==> src/rtl/bmem_line_adapter.sv <==
// bmem_line_adapter
// Converts whole-line read/write requests from a cache into NBEAT-beat bursts
// on a banked memory. Reads are reassembled from tagged return beats (raddr
// must match the outstanding line); writes stream the latched line out one
// beat per accepted cycle. Any return beat that cannot belong to the
// outstanding read is dropped and raises a sticky error flag.

module bmem_line_adapter #(
  parameter int LINE_W = 256,
  parameter int BEAT_W = 64
) (
  input  logic              clk,
  input  logic              rst,
  input  logic [31:0]       dfp_addr,
  input  logic              dfp_read,
  input  logic              dfp_write,
  input  logic [LINE_W-1:0] dfp_wdata,
  output logic [LINE_W-1:0] dfp_rdata,
  output logic              dfp_resp,
  output logic [31:0]       bmem_addr,
  output logic              bmem_read,
  output logic              bmem_write,
  output logic [BEAT_W-1:0] bmem_wdata,
  input  logic              bmem_ready,
  input  logic [31:0]       bmem_raddr,
  input  logic [BEAT_W-1:0] bmem_rdata,
  input  logic              bmem_rvalid,
  output logic              err
);

  localparam int NBEAT = LINE_W / BEAT_W;
  localparam int CNT_W = (NBEAT > 1) ? $clog2(NBEAT) : 1;
  localparam logic [CNT_W-1:0] LAST_BEAT = CNT_W'(NBEAT - 1);
  // Clears the byte-within-line offset so the latched address is line aligned.
  localparam logic [31:0] LINE_MASK = ~(32'(LINE_W / 8) - 32'd1);

  // Line buffer viewed as beats so the beat counter indexes it directly.
  typedef logic [NBEAT-1:0][BEAT_W-1:0] line_t;

  typedef enum logic [2:0] {
    ST_IDLE     = 3'd0,
    ST_RD_REQ   = 3'd1,
    ST_RD_WAIT  = 3'd2,
    ST_WR_BURST = 3'd3,
    ST_RESP     = 3'd4
  } state_t;

  state_t           state_q, state_d;
  logic [CNT_W-1:0] cnt_q, cnt_d;
  logic [31:0]      addr_q, addr_d;
  line_t            line_q, line_d;
  logic             err_q, err_d;

  logic             beat_hit_s;
  logic             stray_beat_s;

  // Classify a return beat: accepted only while waiting on the matching line.
  always_comb begin
    beat_hit_s   = bmem_rvalid && (state_q == ST_RD_WAIT) && (bmem_raddr == addr_q);
    stray_beat_s = bmem_rvalid && !beat_hit_s;
  end

  // State register; reset abandons any burst in flight.
  always_ff @(posedge clk or negedge rst) begin
    if (!rst) begin
      state_q <= ST_IDLE;
    end else begin
      state_q <= state_d;
    end
  end

  // Next-state logic; requests are only looked at in IDLE, read has priority.
  always_comb begin
    state_d = state_q;
    case (state_q)
      ST_IDLE: begin
        if (dfp_read) begin
          state_d = ST_RD_REQ;
        end else if (dfp_write) begin
          state_d = ST_WR_BURST;
        end else begin
          state_d = ST_IDLE;
        end
      end
      ST_RD_REQ: begin
        if (bmem_ready) begin
          state_d = ST_RD_WAIT;
        end else begin
          state_d = ST_RD_REQ;
        end
      end
      ST_RD_WAIT: begin
        if (beat_hit_s && (cnt_q == LAST_BEAT)) begin
          state_d = ST_RESP;
        end else begin
          state_d = ST_RD_WAIT;
        end
      end
      ST_WR_BURST: begin
        if (bmem_ready && (cnt_q == LAST_BEAT)) begin
          state_d = ST_RESP;
        end else begin
          state_d = ST_WR_BURST;
        end
      end
      ST_RESP: begin
        state_d = ST_IDLE;
      end
      default: begin
        state_d = ST_IDLE;
      end
    endcase
  end

  // Datapath registers: beat counter, line address, line buffer, error flag.
  always_ff @(posedge clk or negedge rst) begin
    if (!rst) begin
      cnt_q  <= '0;
      addr_q <= 32'd0;
      line_q <= '0;
      err_q  <= 1'b0;
    end else begin
      cnt_q  <= cnt_d;
      addr_q <= addr_d;
      line_q <= line_d;
      err_q  <= err_d;
    end
  end

  // Datapath next values: latch the request, fill or drain the line by beat.
  always_comb begin
    cnt_d  = cnt_q;
    addr_d = addr_q;
    line_d = line_q;
    err_d  = err_q | stray_beat_s;
    case (state_q)
      ST_IDLE: begin
        cnt_d = '0;
        if (dfp_read) begin
          addr_d = dfp_addr & LINE_MASK;
        end else if (dfp_write) begin
          addr_d = dfp_addr & LINE_MASK;
          line_d = line_t'(dfp_wdata);
        end else begin
          addr_d = addr_q;
        end
      end
      ST_RD_WAIT: begin
        // Counter wraps to zero only on the final beat, as the FSM leaves.
        if (beat_hit_s) begin
          line_d[cnt_q] = bmem_rdata;
          cnt_d         = cnt_q + CNT_W'(1);
        end else begin
          cnt_d = cnt_q;
        end
      end
      ST_WR_BURST: begin
        if (bmem_ready) begin
          cnt_d = cnt_q + CNT_W'(1);
        end else begin
          cnt_d = cnt_q;
        end
      end
      ST_RD_REQ, ST_RESP: begin
        cnt_d = cnt_q;
      end
      default: begin
        cnt_d = '0;
      end
    endcase
  end

  // Output decode from the state register; request lines are mutually exclusive.
  always_comb begin
    bmem_read  = 1'b0;
    bmem_write = 1'b0;
    bmem_addr  = 32'd0;
    bmem_wdata = '0;
    dfp_resp   = 1'b0;
    dfp_rdata  = LINE_W'(line_q);
    err        = err_q;
    case (state_q)
      ST_RD_REQ: begin
        bmem_read = 1'b1;
        bmem_addr = addr_q;
      end
      ST_WR_BURST: begin
        bmem_write = 1'b1;
        bmem_addr  = addr_q;
        bmem_wdata = line_q[cnt_q];
      end
      ST_RESP: begin
        dfp_resp = 1'b1;
      end
      default: begin
        dfp_resp = 1'b0;
      end
    endcase
  end

endmodule
==> config.mk <==
export PLATFORM = sky130hd
export DESIGN_NAME = bmem_line_adapter
export DESIGN_NICKNAME = d
export VERILOG_FILES = /design/src/rtl/bmem_line_adapter.sv
export SDC_FILE = /design/constraint.sdc
export NUM_CORES = 1
export LEC_CHECK = 0
export CORE_AREA = 2 2 289 291
export CTS_CLUSTER_DIAMETER = 200
export DETAILED_ROUTE_END_ITERATION = 12
export DIE_AREA = 0 0 291 293
export PLACE_DENSITY = 0.45
export SLEW_MARGIN = 20
export SYNTH_ARGS = -nofsm -noshare
export SYNTH_HDL_FRONTEND = slang
export SYNTH_SLANG_ARGS = --single-unit
==> constraint.sdc <==
create_clock -name clk -period 3.5 [get_ports clk]
set_input_delay 0.875 -clock clk [delete_from_list [all_inputs] [get_ports clk]]
set_output_delay 0.875 -clock clk [all_outputs]
set_load 0.01 [all_outputs]
==> results.tsv, run 1 <==
stage	metric	value	unit
drt	via/cell ratio	4.70	
drt	drt first pass iters	6	
synth	post-synth top area share	42.3	%
placement	GPL Wtd Cong	0.894	
cts	CTS sink cnt	289	
worst_setup_path	Worst setup SP type	flip-flop	
floorplan	Initial Util	20.9	%
synth	#FFs+latches synth	289	
synth	Post-synth top cells	nand2_1 (515), dfrtp_1 (289), nand3_1 (261)	
worst_setup_path	nature of the critical path endpoint	output pin	
drt	final wirelength	90.8	mm
cells_and_area	area grow syn2layout	61.7	%
timing	Slew Viols, Final	0	
cts	CTS Hold Bufs	0	
floorplan	core area	81800	um^2
timing	Hold Violations, Final	0	
global_route	grt ovf	0	
timing	RSZ-0062 raised after global routing	yes	
cts	Num CTS Buffers	40	
power_and_ir_drop	maximum vdd drop	0.229	mV
synth	cell count after synthesis	1740	
global_route	largest net degree at the start of global routing	132	
synth	post-synth top area cell	dfrtp_1	
floorplan	Rows	105	
timing	Final Cycle Share	97.7	%
timing	Worst Clk Skew	0.0137	ns
timing	Max-slew headroom	34.3	%
worst_setup_path	critical path type	reg2out	
synth	Post-synth EDFFs	0	
drt	via count	16700	
power_and_ir_drop	switch share	23.8	%
timing	endpoints failing setup	0	
cells_and_area	Multi-input gate area	9180	um^2
synth	top-count cell post-synth	nand2_1	
run_status	status	finished clean	
drt	DR iter-0 viols	904	
timing	final critical-path required period	3.42	ns
cells_and_area	share of layout cells above drive strength 1	18.1	%
global_route	initial antenna violation count	11	
cts	clock buffer depth	3	
power_and_ir_drop	Net Switching	1910	uW
worst_setup_path	Crit path required time	2.62	ns
synth	YS warnings	0	
synth	Syn Std Cell Area	17100	um^2
cells_and_area	final net count	2849	
synth	Post-synth top flop	dfrtp_1	
power_and_ir_drop	clock share of power	50.2	%
synth	synth unique cells	33	
worst_setup_path	worst endpoint data arrival time	2.54	ns
global_route	Total Routing Usage GR	20.7	%
placement	PortBufs	735	
power_and_ir_drop	pwr dens	291	nW/um^2
power_and_ir_drop	Total Power	8030	uW
cts	clk_lat worst skew	0.56	ns
global_route	first-pass GRT wire length	130	mm
worst_setup_path	worst r2r src	state_q[2]	
timing	worst slew pin tran	0.979	ns
synth	syn avg cell area	9.82	um^2
power_and_ir_drop	static leakage	0.0129	uW
power_and_ir_drop	combinational share of power	8.2	%
cells_and_area	# fillers	8379	
placement	hpwl dp	63.6	mm
cells_and_area	Seq. cell area	7240	um^2
floorplan	die extent in x	291	um
synth	synth top area cells	dfrtp_1 (42%), mux2_2 (15%), nand2_1 (11%), mux4_2 (8.4%), nand3_1 (7.6%)	
floorplan	I/O pins	746	
floorplan	Die Area	85300	um^2
cts	Reg clk slew, reported paths	0.06	ns
power_and_ir_drop	Internal	6120	uW
drt	Final ANT Viol Nets	0	
worst_setup_path	crit path max fanout	13	
cts	H-tree depth	2	
flow_run	Max-Cap Viols	0	
global_route	vias in the first global route	17800	
drt	DRC viols	0	
timing	fmax	0.292	GHz
floorplan	die height	293	um
worst_hold_path	worst hold-check path type	in2async	
power_and_ir_drop	Seq pwr share	41.6	%
cells_and_area	post-layout util	33.7	%
drt	routed len/inst	25.5	um
cts	CTS tree	yes	
synth	Seq/Total Area, Yosys	42.3	%
worst_setup_path	CP startpoint	cnt_q[0]	
synth	fraction of registers with async set/reset	100	%
cts	Root Driver	clkbuf_16	
==> placed cells by master (no fill, tap or decap), types with 34 or more instances in the layout <==
| cell type | netlist | routed |
|---|---|---|
| and3_1 | 65 | 65 |
| buf_12 | 0 | 34 |
| nand3_1 | 261 | 261 |
| mux4_2 | 64 | 64 |
| dfrtp_1 | 289 | 286 |
| buf_4 | 11 | 41 |
| clkbuf_16 | 0 | 42 |
| mux2_2 | 223 | 223 |
| nand2_1 | 515 | 514 |
| mux2_1 | 60 | 60 |
| clkdlybuf4s50_1 | 0 | 707 |
==> worst max-delay path: stages, from the launching register on <==
cell	delay [ns]
dfrtp_4	0.43
buf_12	0.16
buf_16	0.19
mux4_2	0.53
and3_1	0.20
clkdlybuf4s50_1	0.47
==> logic make-up (layout without fill, tap and decap cells) <==
family	count (synthesis)	in the layout	share of synthesized area (%)
fa+ha+maj	4	4	0.293
flops	289	289	42.3
simple gates	899	899	23.5
other cells	1	10	0.0220
buf+inv	154	893	4.45
mux	349	349	27.2
xor+xnor	28	28	1.44
compound gates	16	16	0.784
==> path summary, 6_finish.rpt <==
path                                        to  slack [ns]  cells after the start
max in group asynchronous       dfp_rdata[248]        2.21                      3
worst max-delay path            bmem_wdata[21]        0.08                      5
worst min-delay path            dfp_rdata[112]        0.38                      1
worst min register to register             err        0.48                      1
worst max register to register  dfp_rdata[174]        0.56                      8
min in group clk                           err        0.48                      1
==> layout make-up <==
| class | count | share of cell area, % |
|---|---|---|
| multi-input combinational | 1301 | 33.2 |
| sequential | 289 | 26.2 |
| clock buffer | 62 | 4.36 |
| inverter | 5 | 0.0680 |
| tap | 1070 | 4.85 |
| clock inverter | 8 | 0.172 |
| timing repair buffer | 818 | 31.1 |
| antenna | 5 | 0.0453 |
==> power groups by stage <==
| stage | clock network (uW) | logic (uW) | registers, uW |
|---|---|---|---|
| final | 4030 | 657 | 3340 |
| after global routing | 4300 | 706 | 3340 |
| after CTS | 4150 | 663 | 3340 |
| after detailed placement | 0 | 658 | 3400 |
| after global placement | 0 | 657 | 3400 |
| after floorplan | 0 | 65.9 | 3400 |
==> layer usage <==
layer / up-vias / global-route usage (%) / part of all wire (%)
li1: 7453 / - / -
met1: 8388 / 24.8 / 39
met2: 729 / 36.2 / 50
met3: 127 / 5.70 / 7.5
met4: 12 / 6.03 / 2.4
met5: - / 0 / 0.097
==> registers in the layout, summed over array words and instances, names as in the netlist <==
register,flops
err,1
state_q,3
cnt_q,2
dfp_rdata,256
addr_q,27
==> timing repair <==
item,4_1_cts,5_1_grt
setup buffers,9,2
resized for setup,29,7
endpoints found under the setup margin,41,20
gates cloned,4,1
==> stage by stage <==
step                      setup WS (ns)  hold slack [ns]  area [um^2]  TNS (ns)  std cells
after floorplan                   0.712            0.493        17100         0       1744
after global placement           -0.153            0.448        26100    -27.32       3467
after detailed placement         -0.176            0.470        26100    -34.48       3467
after CTS                       -0.0644            0.390        27500   -0.0644       3550
after global routing           -0.00621            0.407        27600  -0.00621       3557
final                            0.0803            0.384        27600         0       3558
Note: power is estimated with default switching activity, not from simulation.
==> run 2, diff against run 1 <==
PLACE_DENSITY = 0.44   (was 0.45)
==> results.tsv, run 2 (synthesized netlist as in run 1, its figures left out) <==
stage	metric	value	unit
cells_and_area	area grow syn2layout	60.8	%
cells_and_area	share of layout cells above drive strength 1	17.9	%
placement	GPL Wtd Cong	0.879	
global_route	first-pass GRT wire length	129	mm
worst_setup_path	Worst setup SP type	flip-flop	
global_route	largest net degree at the start of global routing	106	
floorplan	Die Area	85300	um^2
timing	TNS Setup	0	ns
global_route	initial antenna violation count	13	
placement	pre-CTS setup slack	-0.126	ns
worst_setup_path	critical path type	reg2out	
timing	fmax	0.292	GHz
drt	DRC viols	0	
cts	Root Driver	clkbuf_16	
worst_setup_path	r2r setup slk	0.66	ns
worst_setup_path	Crit path required time	2.62	ns
timing	Slew Viols, Final	0	
global_route	vias in the first global route	17600	
flow_run	Max-Cap Viols	0	
cells_and_area	most common cell after layout, fill and taps aside	clkdlybuf4s50_1	
timing	worst slew pin tran	1.14	ns
global_route	Total Routing Usage GR	20.5	%
floorplan	die height	293	um
cts	CTS sink cnt	289	
drt	Final ANT Viol Nets	0	
power_and_ir_drop	Total Power	8320	uW
floorplan	die extent in x	291	um
power_and_ir_drop	static leakage	0.0129	uW
worst_hold_path	worst hold-check path type	in2async	
placement	hpwl dp	63.4	mm
global_route	grt ovf	0	
timing	Final Cycle Share	97.8	%
cts	H-tree depth	2	
floorplan	I/O pins	746	
timing	final critical-path required period	3.42	ns
run_status	status	finished clean	
cts	Reg clk slew, reported paths	0.06	ns
drt	DR iter-0 viols	859	
cells_and_area	most frequent cells in the layout	clkdlybuf4s50_1 (711), nand2_1 (514), dfrtp_1 (286)	
cells_and_area	final cell count without fillers	3548	
timing	Worst Clk Skew	0.0157	ns
timing	setup ws final	0.0770	ns
cts	clk_lat worst skew	0.56	ns
drt	via/cell ratio	4.70	
cts	CTS tree	yes	
worst_setup_path	worst r2r src	state_q[1]	
timing	endpoints failing setup	0	
floorplan	core area	81800	um^2
worst_setup_path	crit path max fanout	11	
floorplan	Rows	105	
placement	dpl cells	3462	
worst_setup_path	nature of the critical path endpoint	output pin	
cells_and_area	final net count	2839	
drt	routed len/inst	25.3	um
timing	Max-slew headroom	23.8	%
worst_setup_path	worst r2r dst	dfp_rdata[166]	
drt	drt first pass iters	7	
worst_setup_path	worst endpoint data arrival time	2.55	ns
drt	via count	16700	
power_and_ir_drop	maximum vdd drop	0.303	mV
drt	final wirelength	89.9	mm
timing	Hold Violations, Final	0	
cts	CTS Hold Bufs	0	
cts	clock buffer depth	3	
cts	Num CTS Buffers	40	
cells_and_area	Largest register FFs	256	
worst_setup_path	worst reg2reg path depth	8	
power_and_ir_drop	pwr dens	303	nW/um^2
floorplan	Initial Util	20.9	%
placement	PortBufs	735	
timing	RSZ-0062 raised after global routing	yes	
timing	Fin Hold WS	0.338	ns
==> run 2: how the worst max path moves through the flow <==
stage / startpoint / end / slack, ns / cells past startpoint
after global routing: cnt_q[0] / bmem_wdata[2] / -0.005 / 4
after global placement: bmem_raddr[11] / dfp_rdata[167] / -0.14 / 9
after floorplan: bmem_raddr[0] / dfp_rdata[0] / 0.71 / 7
final: cnt_q[0] / bmem_wdata[51] / 0.08 / 5
after detailed placement: bmem_raddr[11] / dfp_rdata[167] / -0.13 / 9
after CTS: cnt_q[0] / bmem_wdata[62] / -0.0004 / 5
==> run 2: per-stage QoR <==
step	instance area (um^2)	util, %
after floorplan	17100	-
after global placement	25900	31.6
after detailed placement	25900	31.6
after CTS	27400	33.5
after global routing	27500	33.6
final	27500	33.6
==> run 2: what timing repair did <==
action,in CTS,in global routing
gates cloned,4,0
endpoints found under the setup margin,45,21
resized for setup,20,8
buffers inserted,2,5
==> run 2: area by class of cell <==
type	count	area, um^2
multi-input combinational	1301	9180
fill	8351	54400
antenna	3	7.51
sequential	289	7240
tap	1070	1340
timing repair buffer	808	8320
inverter	5	18.8
clock buffer	56	1150
clock inverter	16	210
==> run 2: power breakdown <==
part           switching [uW]  total (uW)  internal (uW)
Clock                    1660        4320           2660
Sequential         0.00000921        3340           3340
Combinational             232         659            426
Total                    1890        8320           6430
==> run 2: critical path, cell delays in order, from the launching register on <==
cell             delay, ns
dfrtp_4               0.43
buf_4                 0.17
buf_16                0.20
mux4_2                0.52
and3_1                0.19
clkdlybuf4s50_1       0.48
==> run 2: layer usage <==
metal	track usage, %	vias up	wire (um)
li1	-	7440	-
met1	24.5	8451	36000
met2	36.3	635	45300
met3	5.61	120	6600
met4	4.81	18	1920
met5	0	-	113
==> run 3, diff against run 2 <==
PLACE_DENSITY = 0.46   (was 0.44)
TNS_END_PERCENT = 5   (was default)
clock period = 2.85 ns   (was 3.5 ns; I/O delays follow)
==> results.tsv, run 3 (synthesized netlist as in run 1, its figures left out) <==
stage	metric	value	unit
run_status	status	finished with violations	
run_status	failing checks	setup timing	
power_and_ir_drop	static leakage	0.0132	uW
floorplan	Die Area	85300	um^2
cts	clock buffer depth	3	
floorplan	die height	293	um
timing	RSZ-0062 raised after global routing	yes	
global_route	vias in the first global route	18100	
global_route	first-pass GRT wire length	130	mm
power_and_ir_drop	pwr dens	354	nW/um^2
worst_setup_path	worst endpoint data arrival time	2.30	ns
cts	Reg clk slew, reported paths	0.05	ns
timing	Final Cycle Share	106	%
floorplan	Rows	105	
drt	via count	16900	
worst_setup_path	Crit path required time	2.14	ns
timing	Hold Violations, Final	0	
cells_and_area	# fillers	8439	
worst_setup_path	worst reg2reg path depth	9	
placement	PortBufs	735	
drt	wire length on met2	44.8	mm
worst_setup_path	nature of the critical path endpoint	output pin	
worst_setup_path	Max stage delay on crit path	0.50	ns
drt	final wirelength	90.2	mm
cells_and_area	area grow syn2layout	65.2	%
global_route	Total Routing Usage GR	20.6	%
worst_setup_path	worst r2r src	state_q[2]	
global_route	largest net degree at the start of global routing	147	
cells_and_area	most frequent cells in the layout	clkdlybuf4s50_1 (640), nand2_1 (514), dfrtp_1 (285)	
floorplan	core area	81800	um^2
floorplan	Initial Util	20.9	%
drt	DR iter-0 viols	908	
timing	Worst Clk Skew	0.0180	ns
cells_and_area	Largest register FFs	256	
timing	setup ws final	-0.163	ns
cells_and_area	share of layout cells above drive strength 1	23.4	%
worst_setup_path	CP startpoint	cnt_q[0]	
placement	hpwl dp	63.4	mm
cts	clk_lat worst skew	0.56	ns
worst_setup_path	r2r setup slk	0.09	ns
cells_and_area	final net count	2888	
cells_and_area	Multi-input gate area	9450	um^2
timing	final critical-path required period	3.01	ns
cts	CTS tree	yes	
cts	CTS Hold Bufs	0	
worst_setup_path	crit path max fanout	5	
worst_setup_path	Critical Path Slowest Stage Cell	dfrtp_4	
drt	DRC viols	0	
cts	Root Driver	clkbuf_16	
drt	top sig layer	met5	
cts	H-tree depth	2	
drt	drt first pass iters	7	
cells_and_area	final cell count without fillers	3597	
floorplan	I/O pins	746	
placement	GPL Wtd Cong	0.892	
cts	Num CTS Buffers	41	
drt	via/cell ratio	4.70	
global_route	initial antenna violation count	14	
flow_run	Max-Cap Viols	0	
worst_setup_path	critical path type	reg2out	
worst_setup_path	Critical Path, Cell by Cell	buf_12, buf_12, buf_8, buf_6, mux4_2, and3_4, buf_6	
timing	TNS Setup	-5.80	ns
cells_and_area	most common cell after layout, fill and taps aside	clkdlybuf4s50_1	
timing	worst slew pin tran	0.868	ns
drt	Final ANT Viol Nets	0	
worst_hold_path	worst hold-check path type	in2async	
timing	Slew Viols, Final	0	
worst_setup_path	Worst setup SP type	flip-flop	
placement	dpl cells	3497	
timing	fmax	0.332	GHz
drt	metal3 WL	6.58	mm
timing	endpoints failing setup	64	
power_and_ir_drop	maximum vdd drop	0.309	mV
drt	post-route met1 wirelength	36.0	mm
drt	routed len/inst	25.1	um
global_route	grt ovf	0	
worst_setup_path	worst r2r dst	dfp_rdata[173]	
cells_and_area	Seq. cell area	7240	um^2
floorplan	die extent in x	291	um
cts	CTS sink cnt	289	
timing	Max-slew headroom	41.8	%
==> run 3: changes by cell type in the layout (fill, tap and decap cells not counted), moves of 8 or more <==
cell | before | now
buf_6 | 0 | 49
buf_12 | 23 | 43
and3_4 | 0 | 45
buf_2 | 0 | 14
dlygate4sd2_1 | 15 | 35
dlymetal6s2s_1 | 8 | 0
buf_4 | 44 | 66
clkdlybuf4s50_1 | 711 | 640
clkinv_2 | 9 | 1
and3_1 | 65 | 20
==> run 3: critical path, delay by kind of cell (launching register included) <==
kind / cells / cell delay [ns]
AND/OR/NAND/NOR: 1 / 0.19
flip-flops: 1 / 0.50
buffers and inverters: 5 / 0.64
multiplexers: 1 / 0.40
==> run 3: area by class of cell <==
| type | count | area share (%) |
|---|---|---|
| repair buffers | 856 | 31.4 |
| multi-input cells | 1301 | 33.5 |
| flip-flops and latches | 289 | 25.7 |
| well taps | 1070 | 4.75 |
| clock buffers | 64 | 4.38 |
| clock inverters | 3 | 0.155 |
| inverters | 5 | 0.0665 |
| diodes | 9 | 0.0798 |
==> run 3: stage by stage <==
step	power [uW]	area, um^2	utilization (%)	setup WS, ns	hold WS [ns]
global placement	5010	26300	32.1	-0.656	0.442
finish	9990	28200	34.5	-0.163	0.121
floorplan	4260	17100	-	0.225	0.417
global route	10400	28200	34.5	-0.238	0.143
detailed placement	5010	26300	32.1	-0.672	0.449
CTS	10200	28100	34.3	-0.285	0.114
==> run 3: layer usage <==
| metal | up-vias | GRT usage (%) |
|---|---|---|
| met5 | - | 0 |
| met4 | 12 | 7.17 |
| met3 | 138 | 5.31 |
| met2 | 685 | 35.6 |
| met1 | 8520 | 24.9 |
| li1 | 7552 | - |
==> run 3: worst max-delay path by stage <==
stage                     depth (start not counted)        endpoint  slack [ns]
after floorplan                                   7    dfp_rdata[0]        0.22
after global placement                           10  dfp_rdata[171]       -0.66
after detailed placement                          9  dfp_rdata[173]       -0.67
after CTS                                         7  bmem_wdata[17]       -0.28
after global routing                              7  bmem_wdata[55]       -0.24
final                                             7  bmem_wdata[55]       -0.16
==> run 3: power breakdown <==
group / leakage (uW) / switching (uW) / internal [uW]
clock network: 0.000625 / 2020 / 3030
logic: 0.00851 / 294 / 542
registers: 0.00402 / 0.00000952 / 4110
==> run 3: repair_timing <==
action | CTS | global route
cloned | 4 | 0
endpoints found under the setup margin | 307 | 316
gates resized for setup | 376 | 30
setup buffers | 20 | 4
pin swaps | 16 | 3
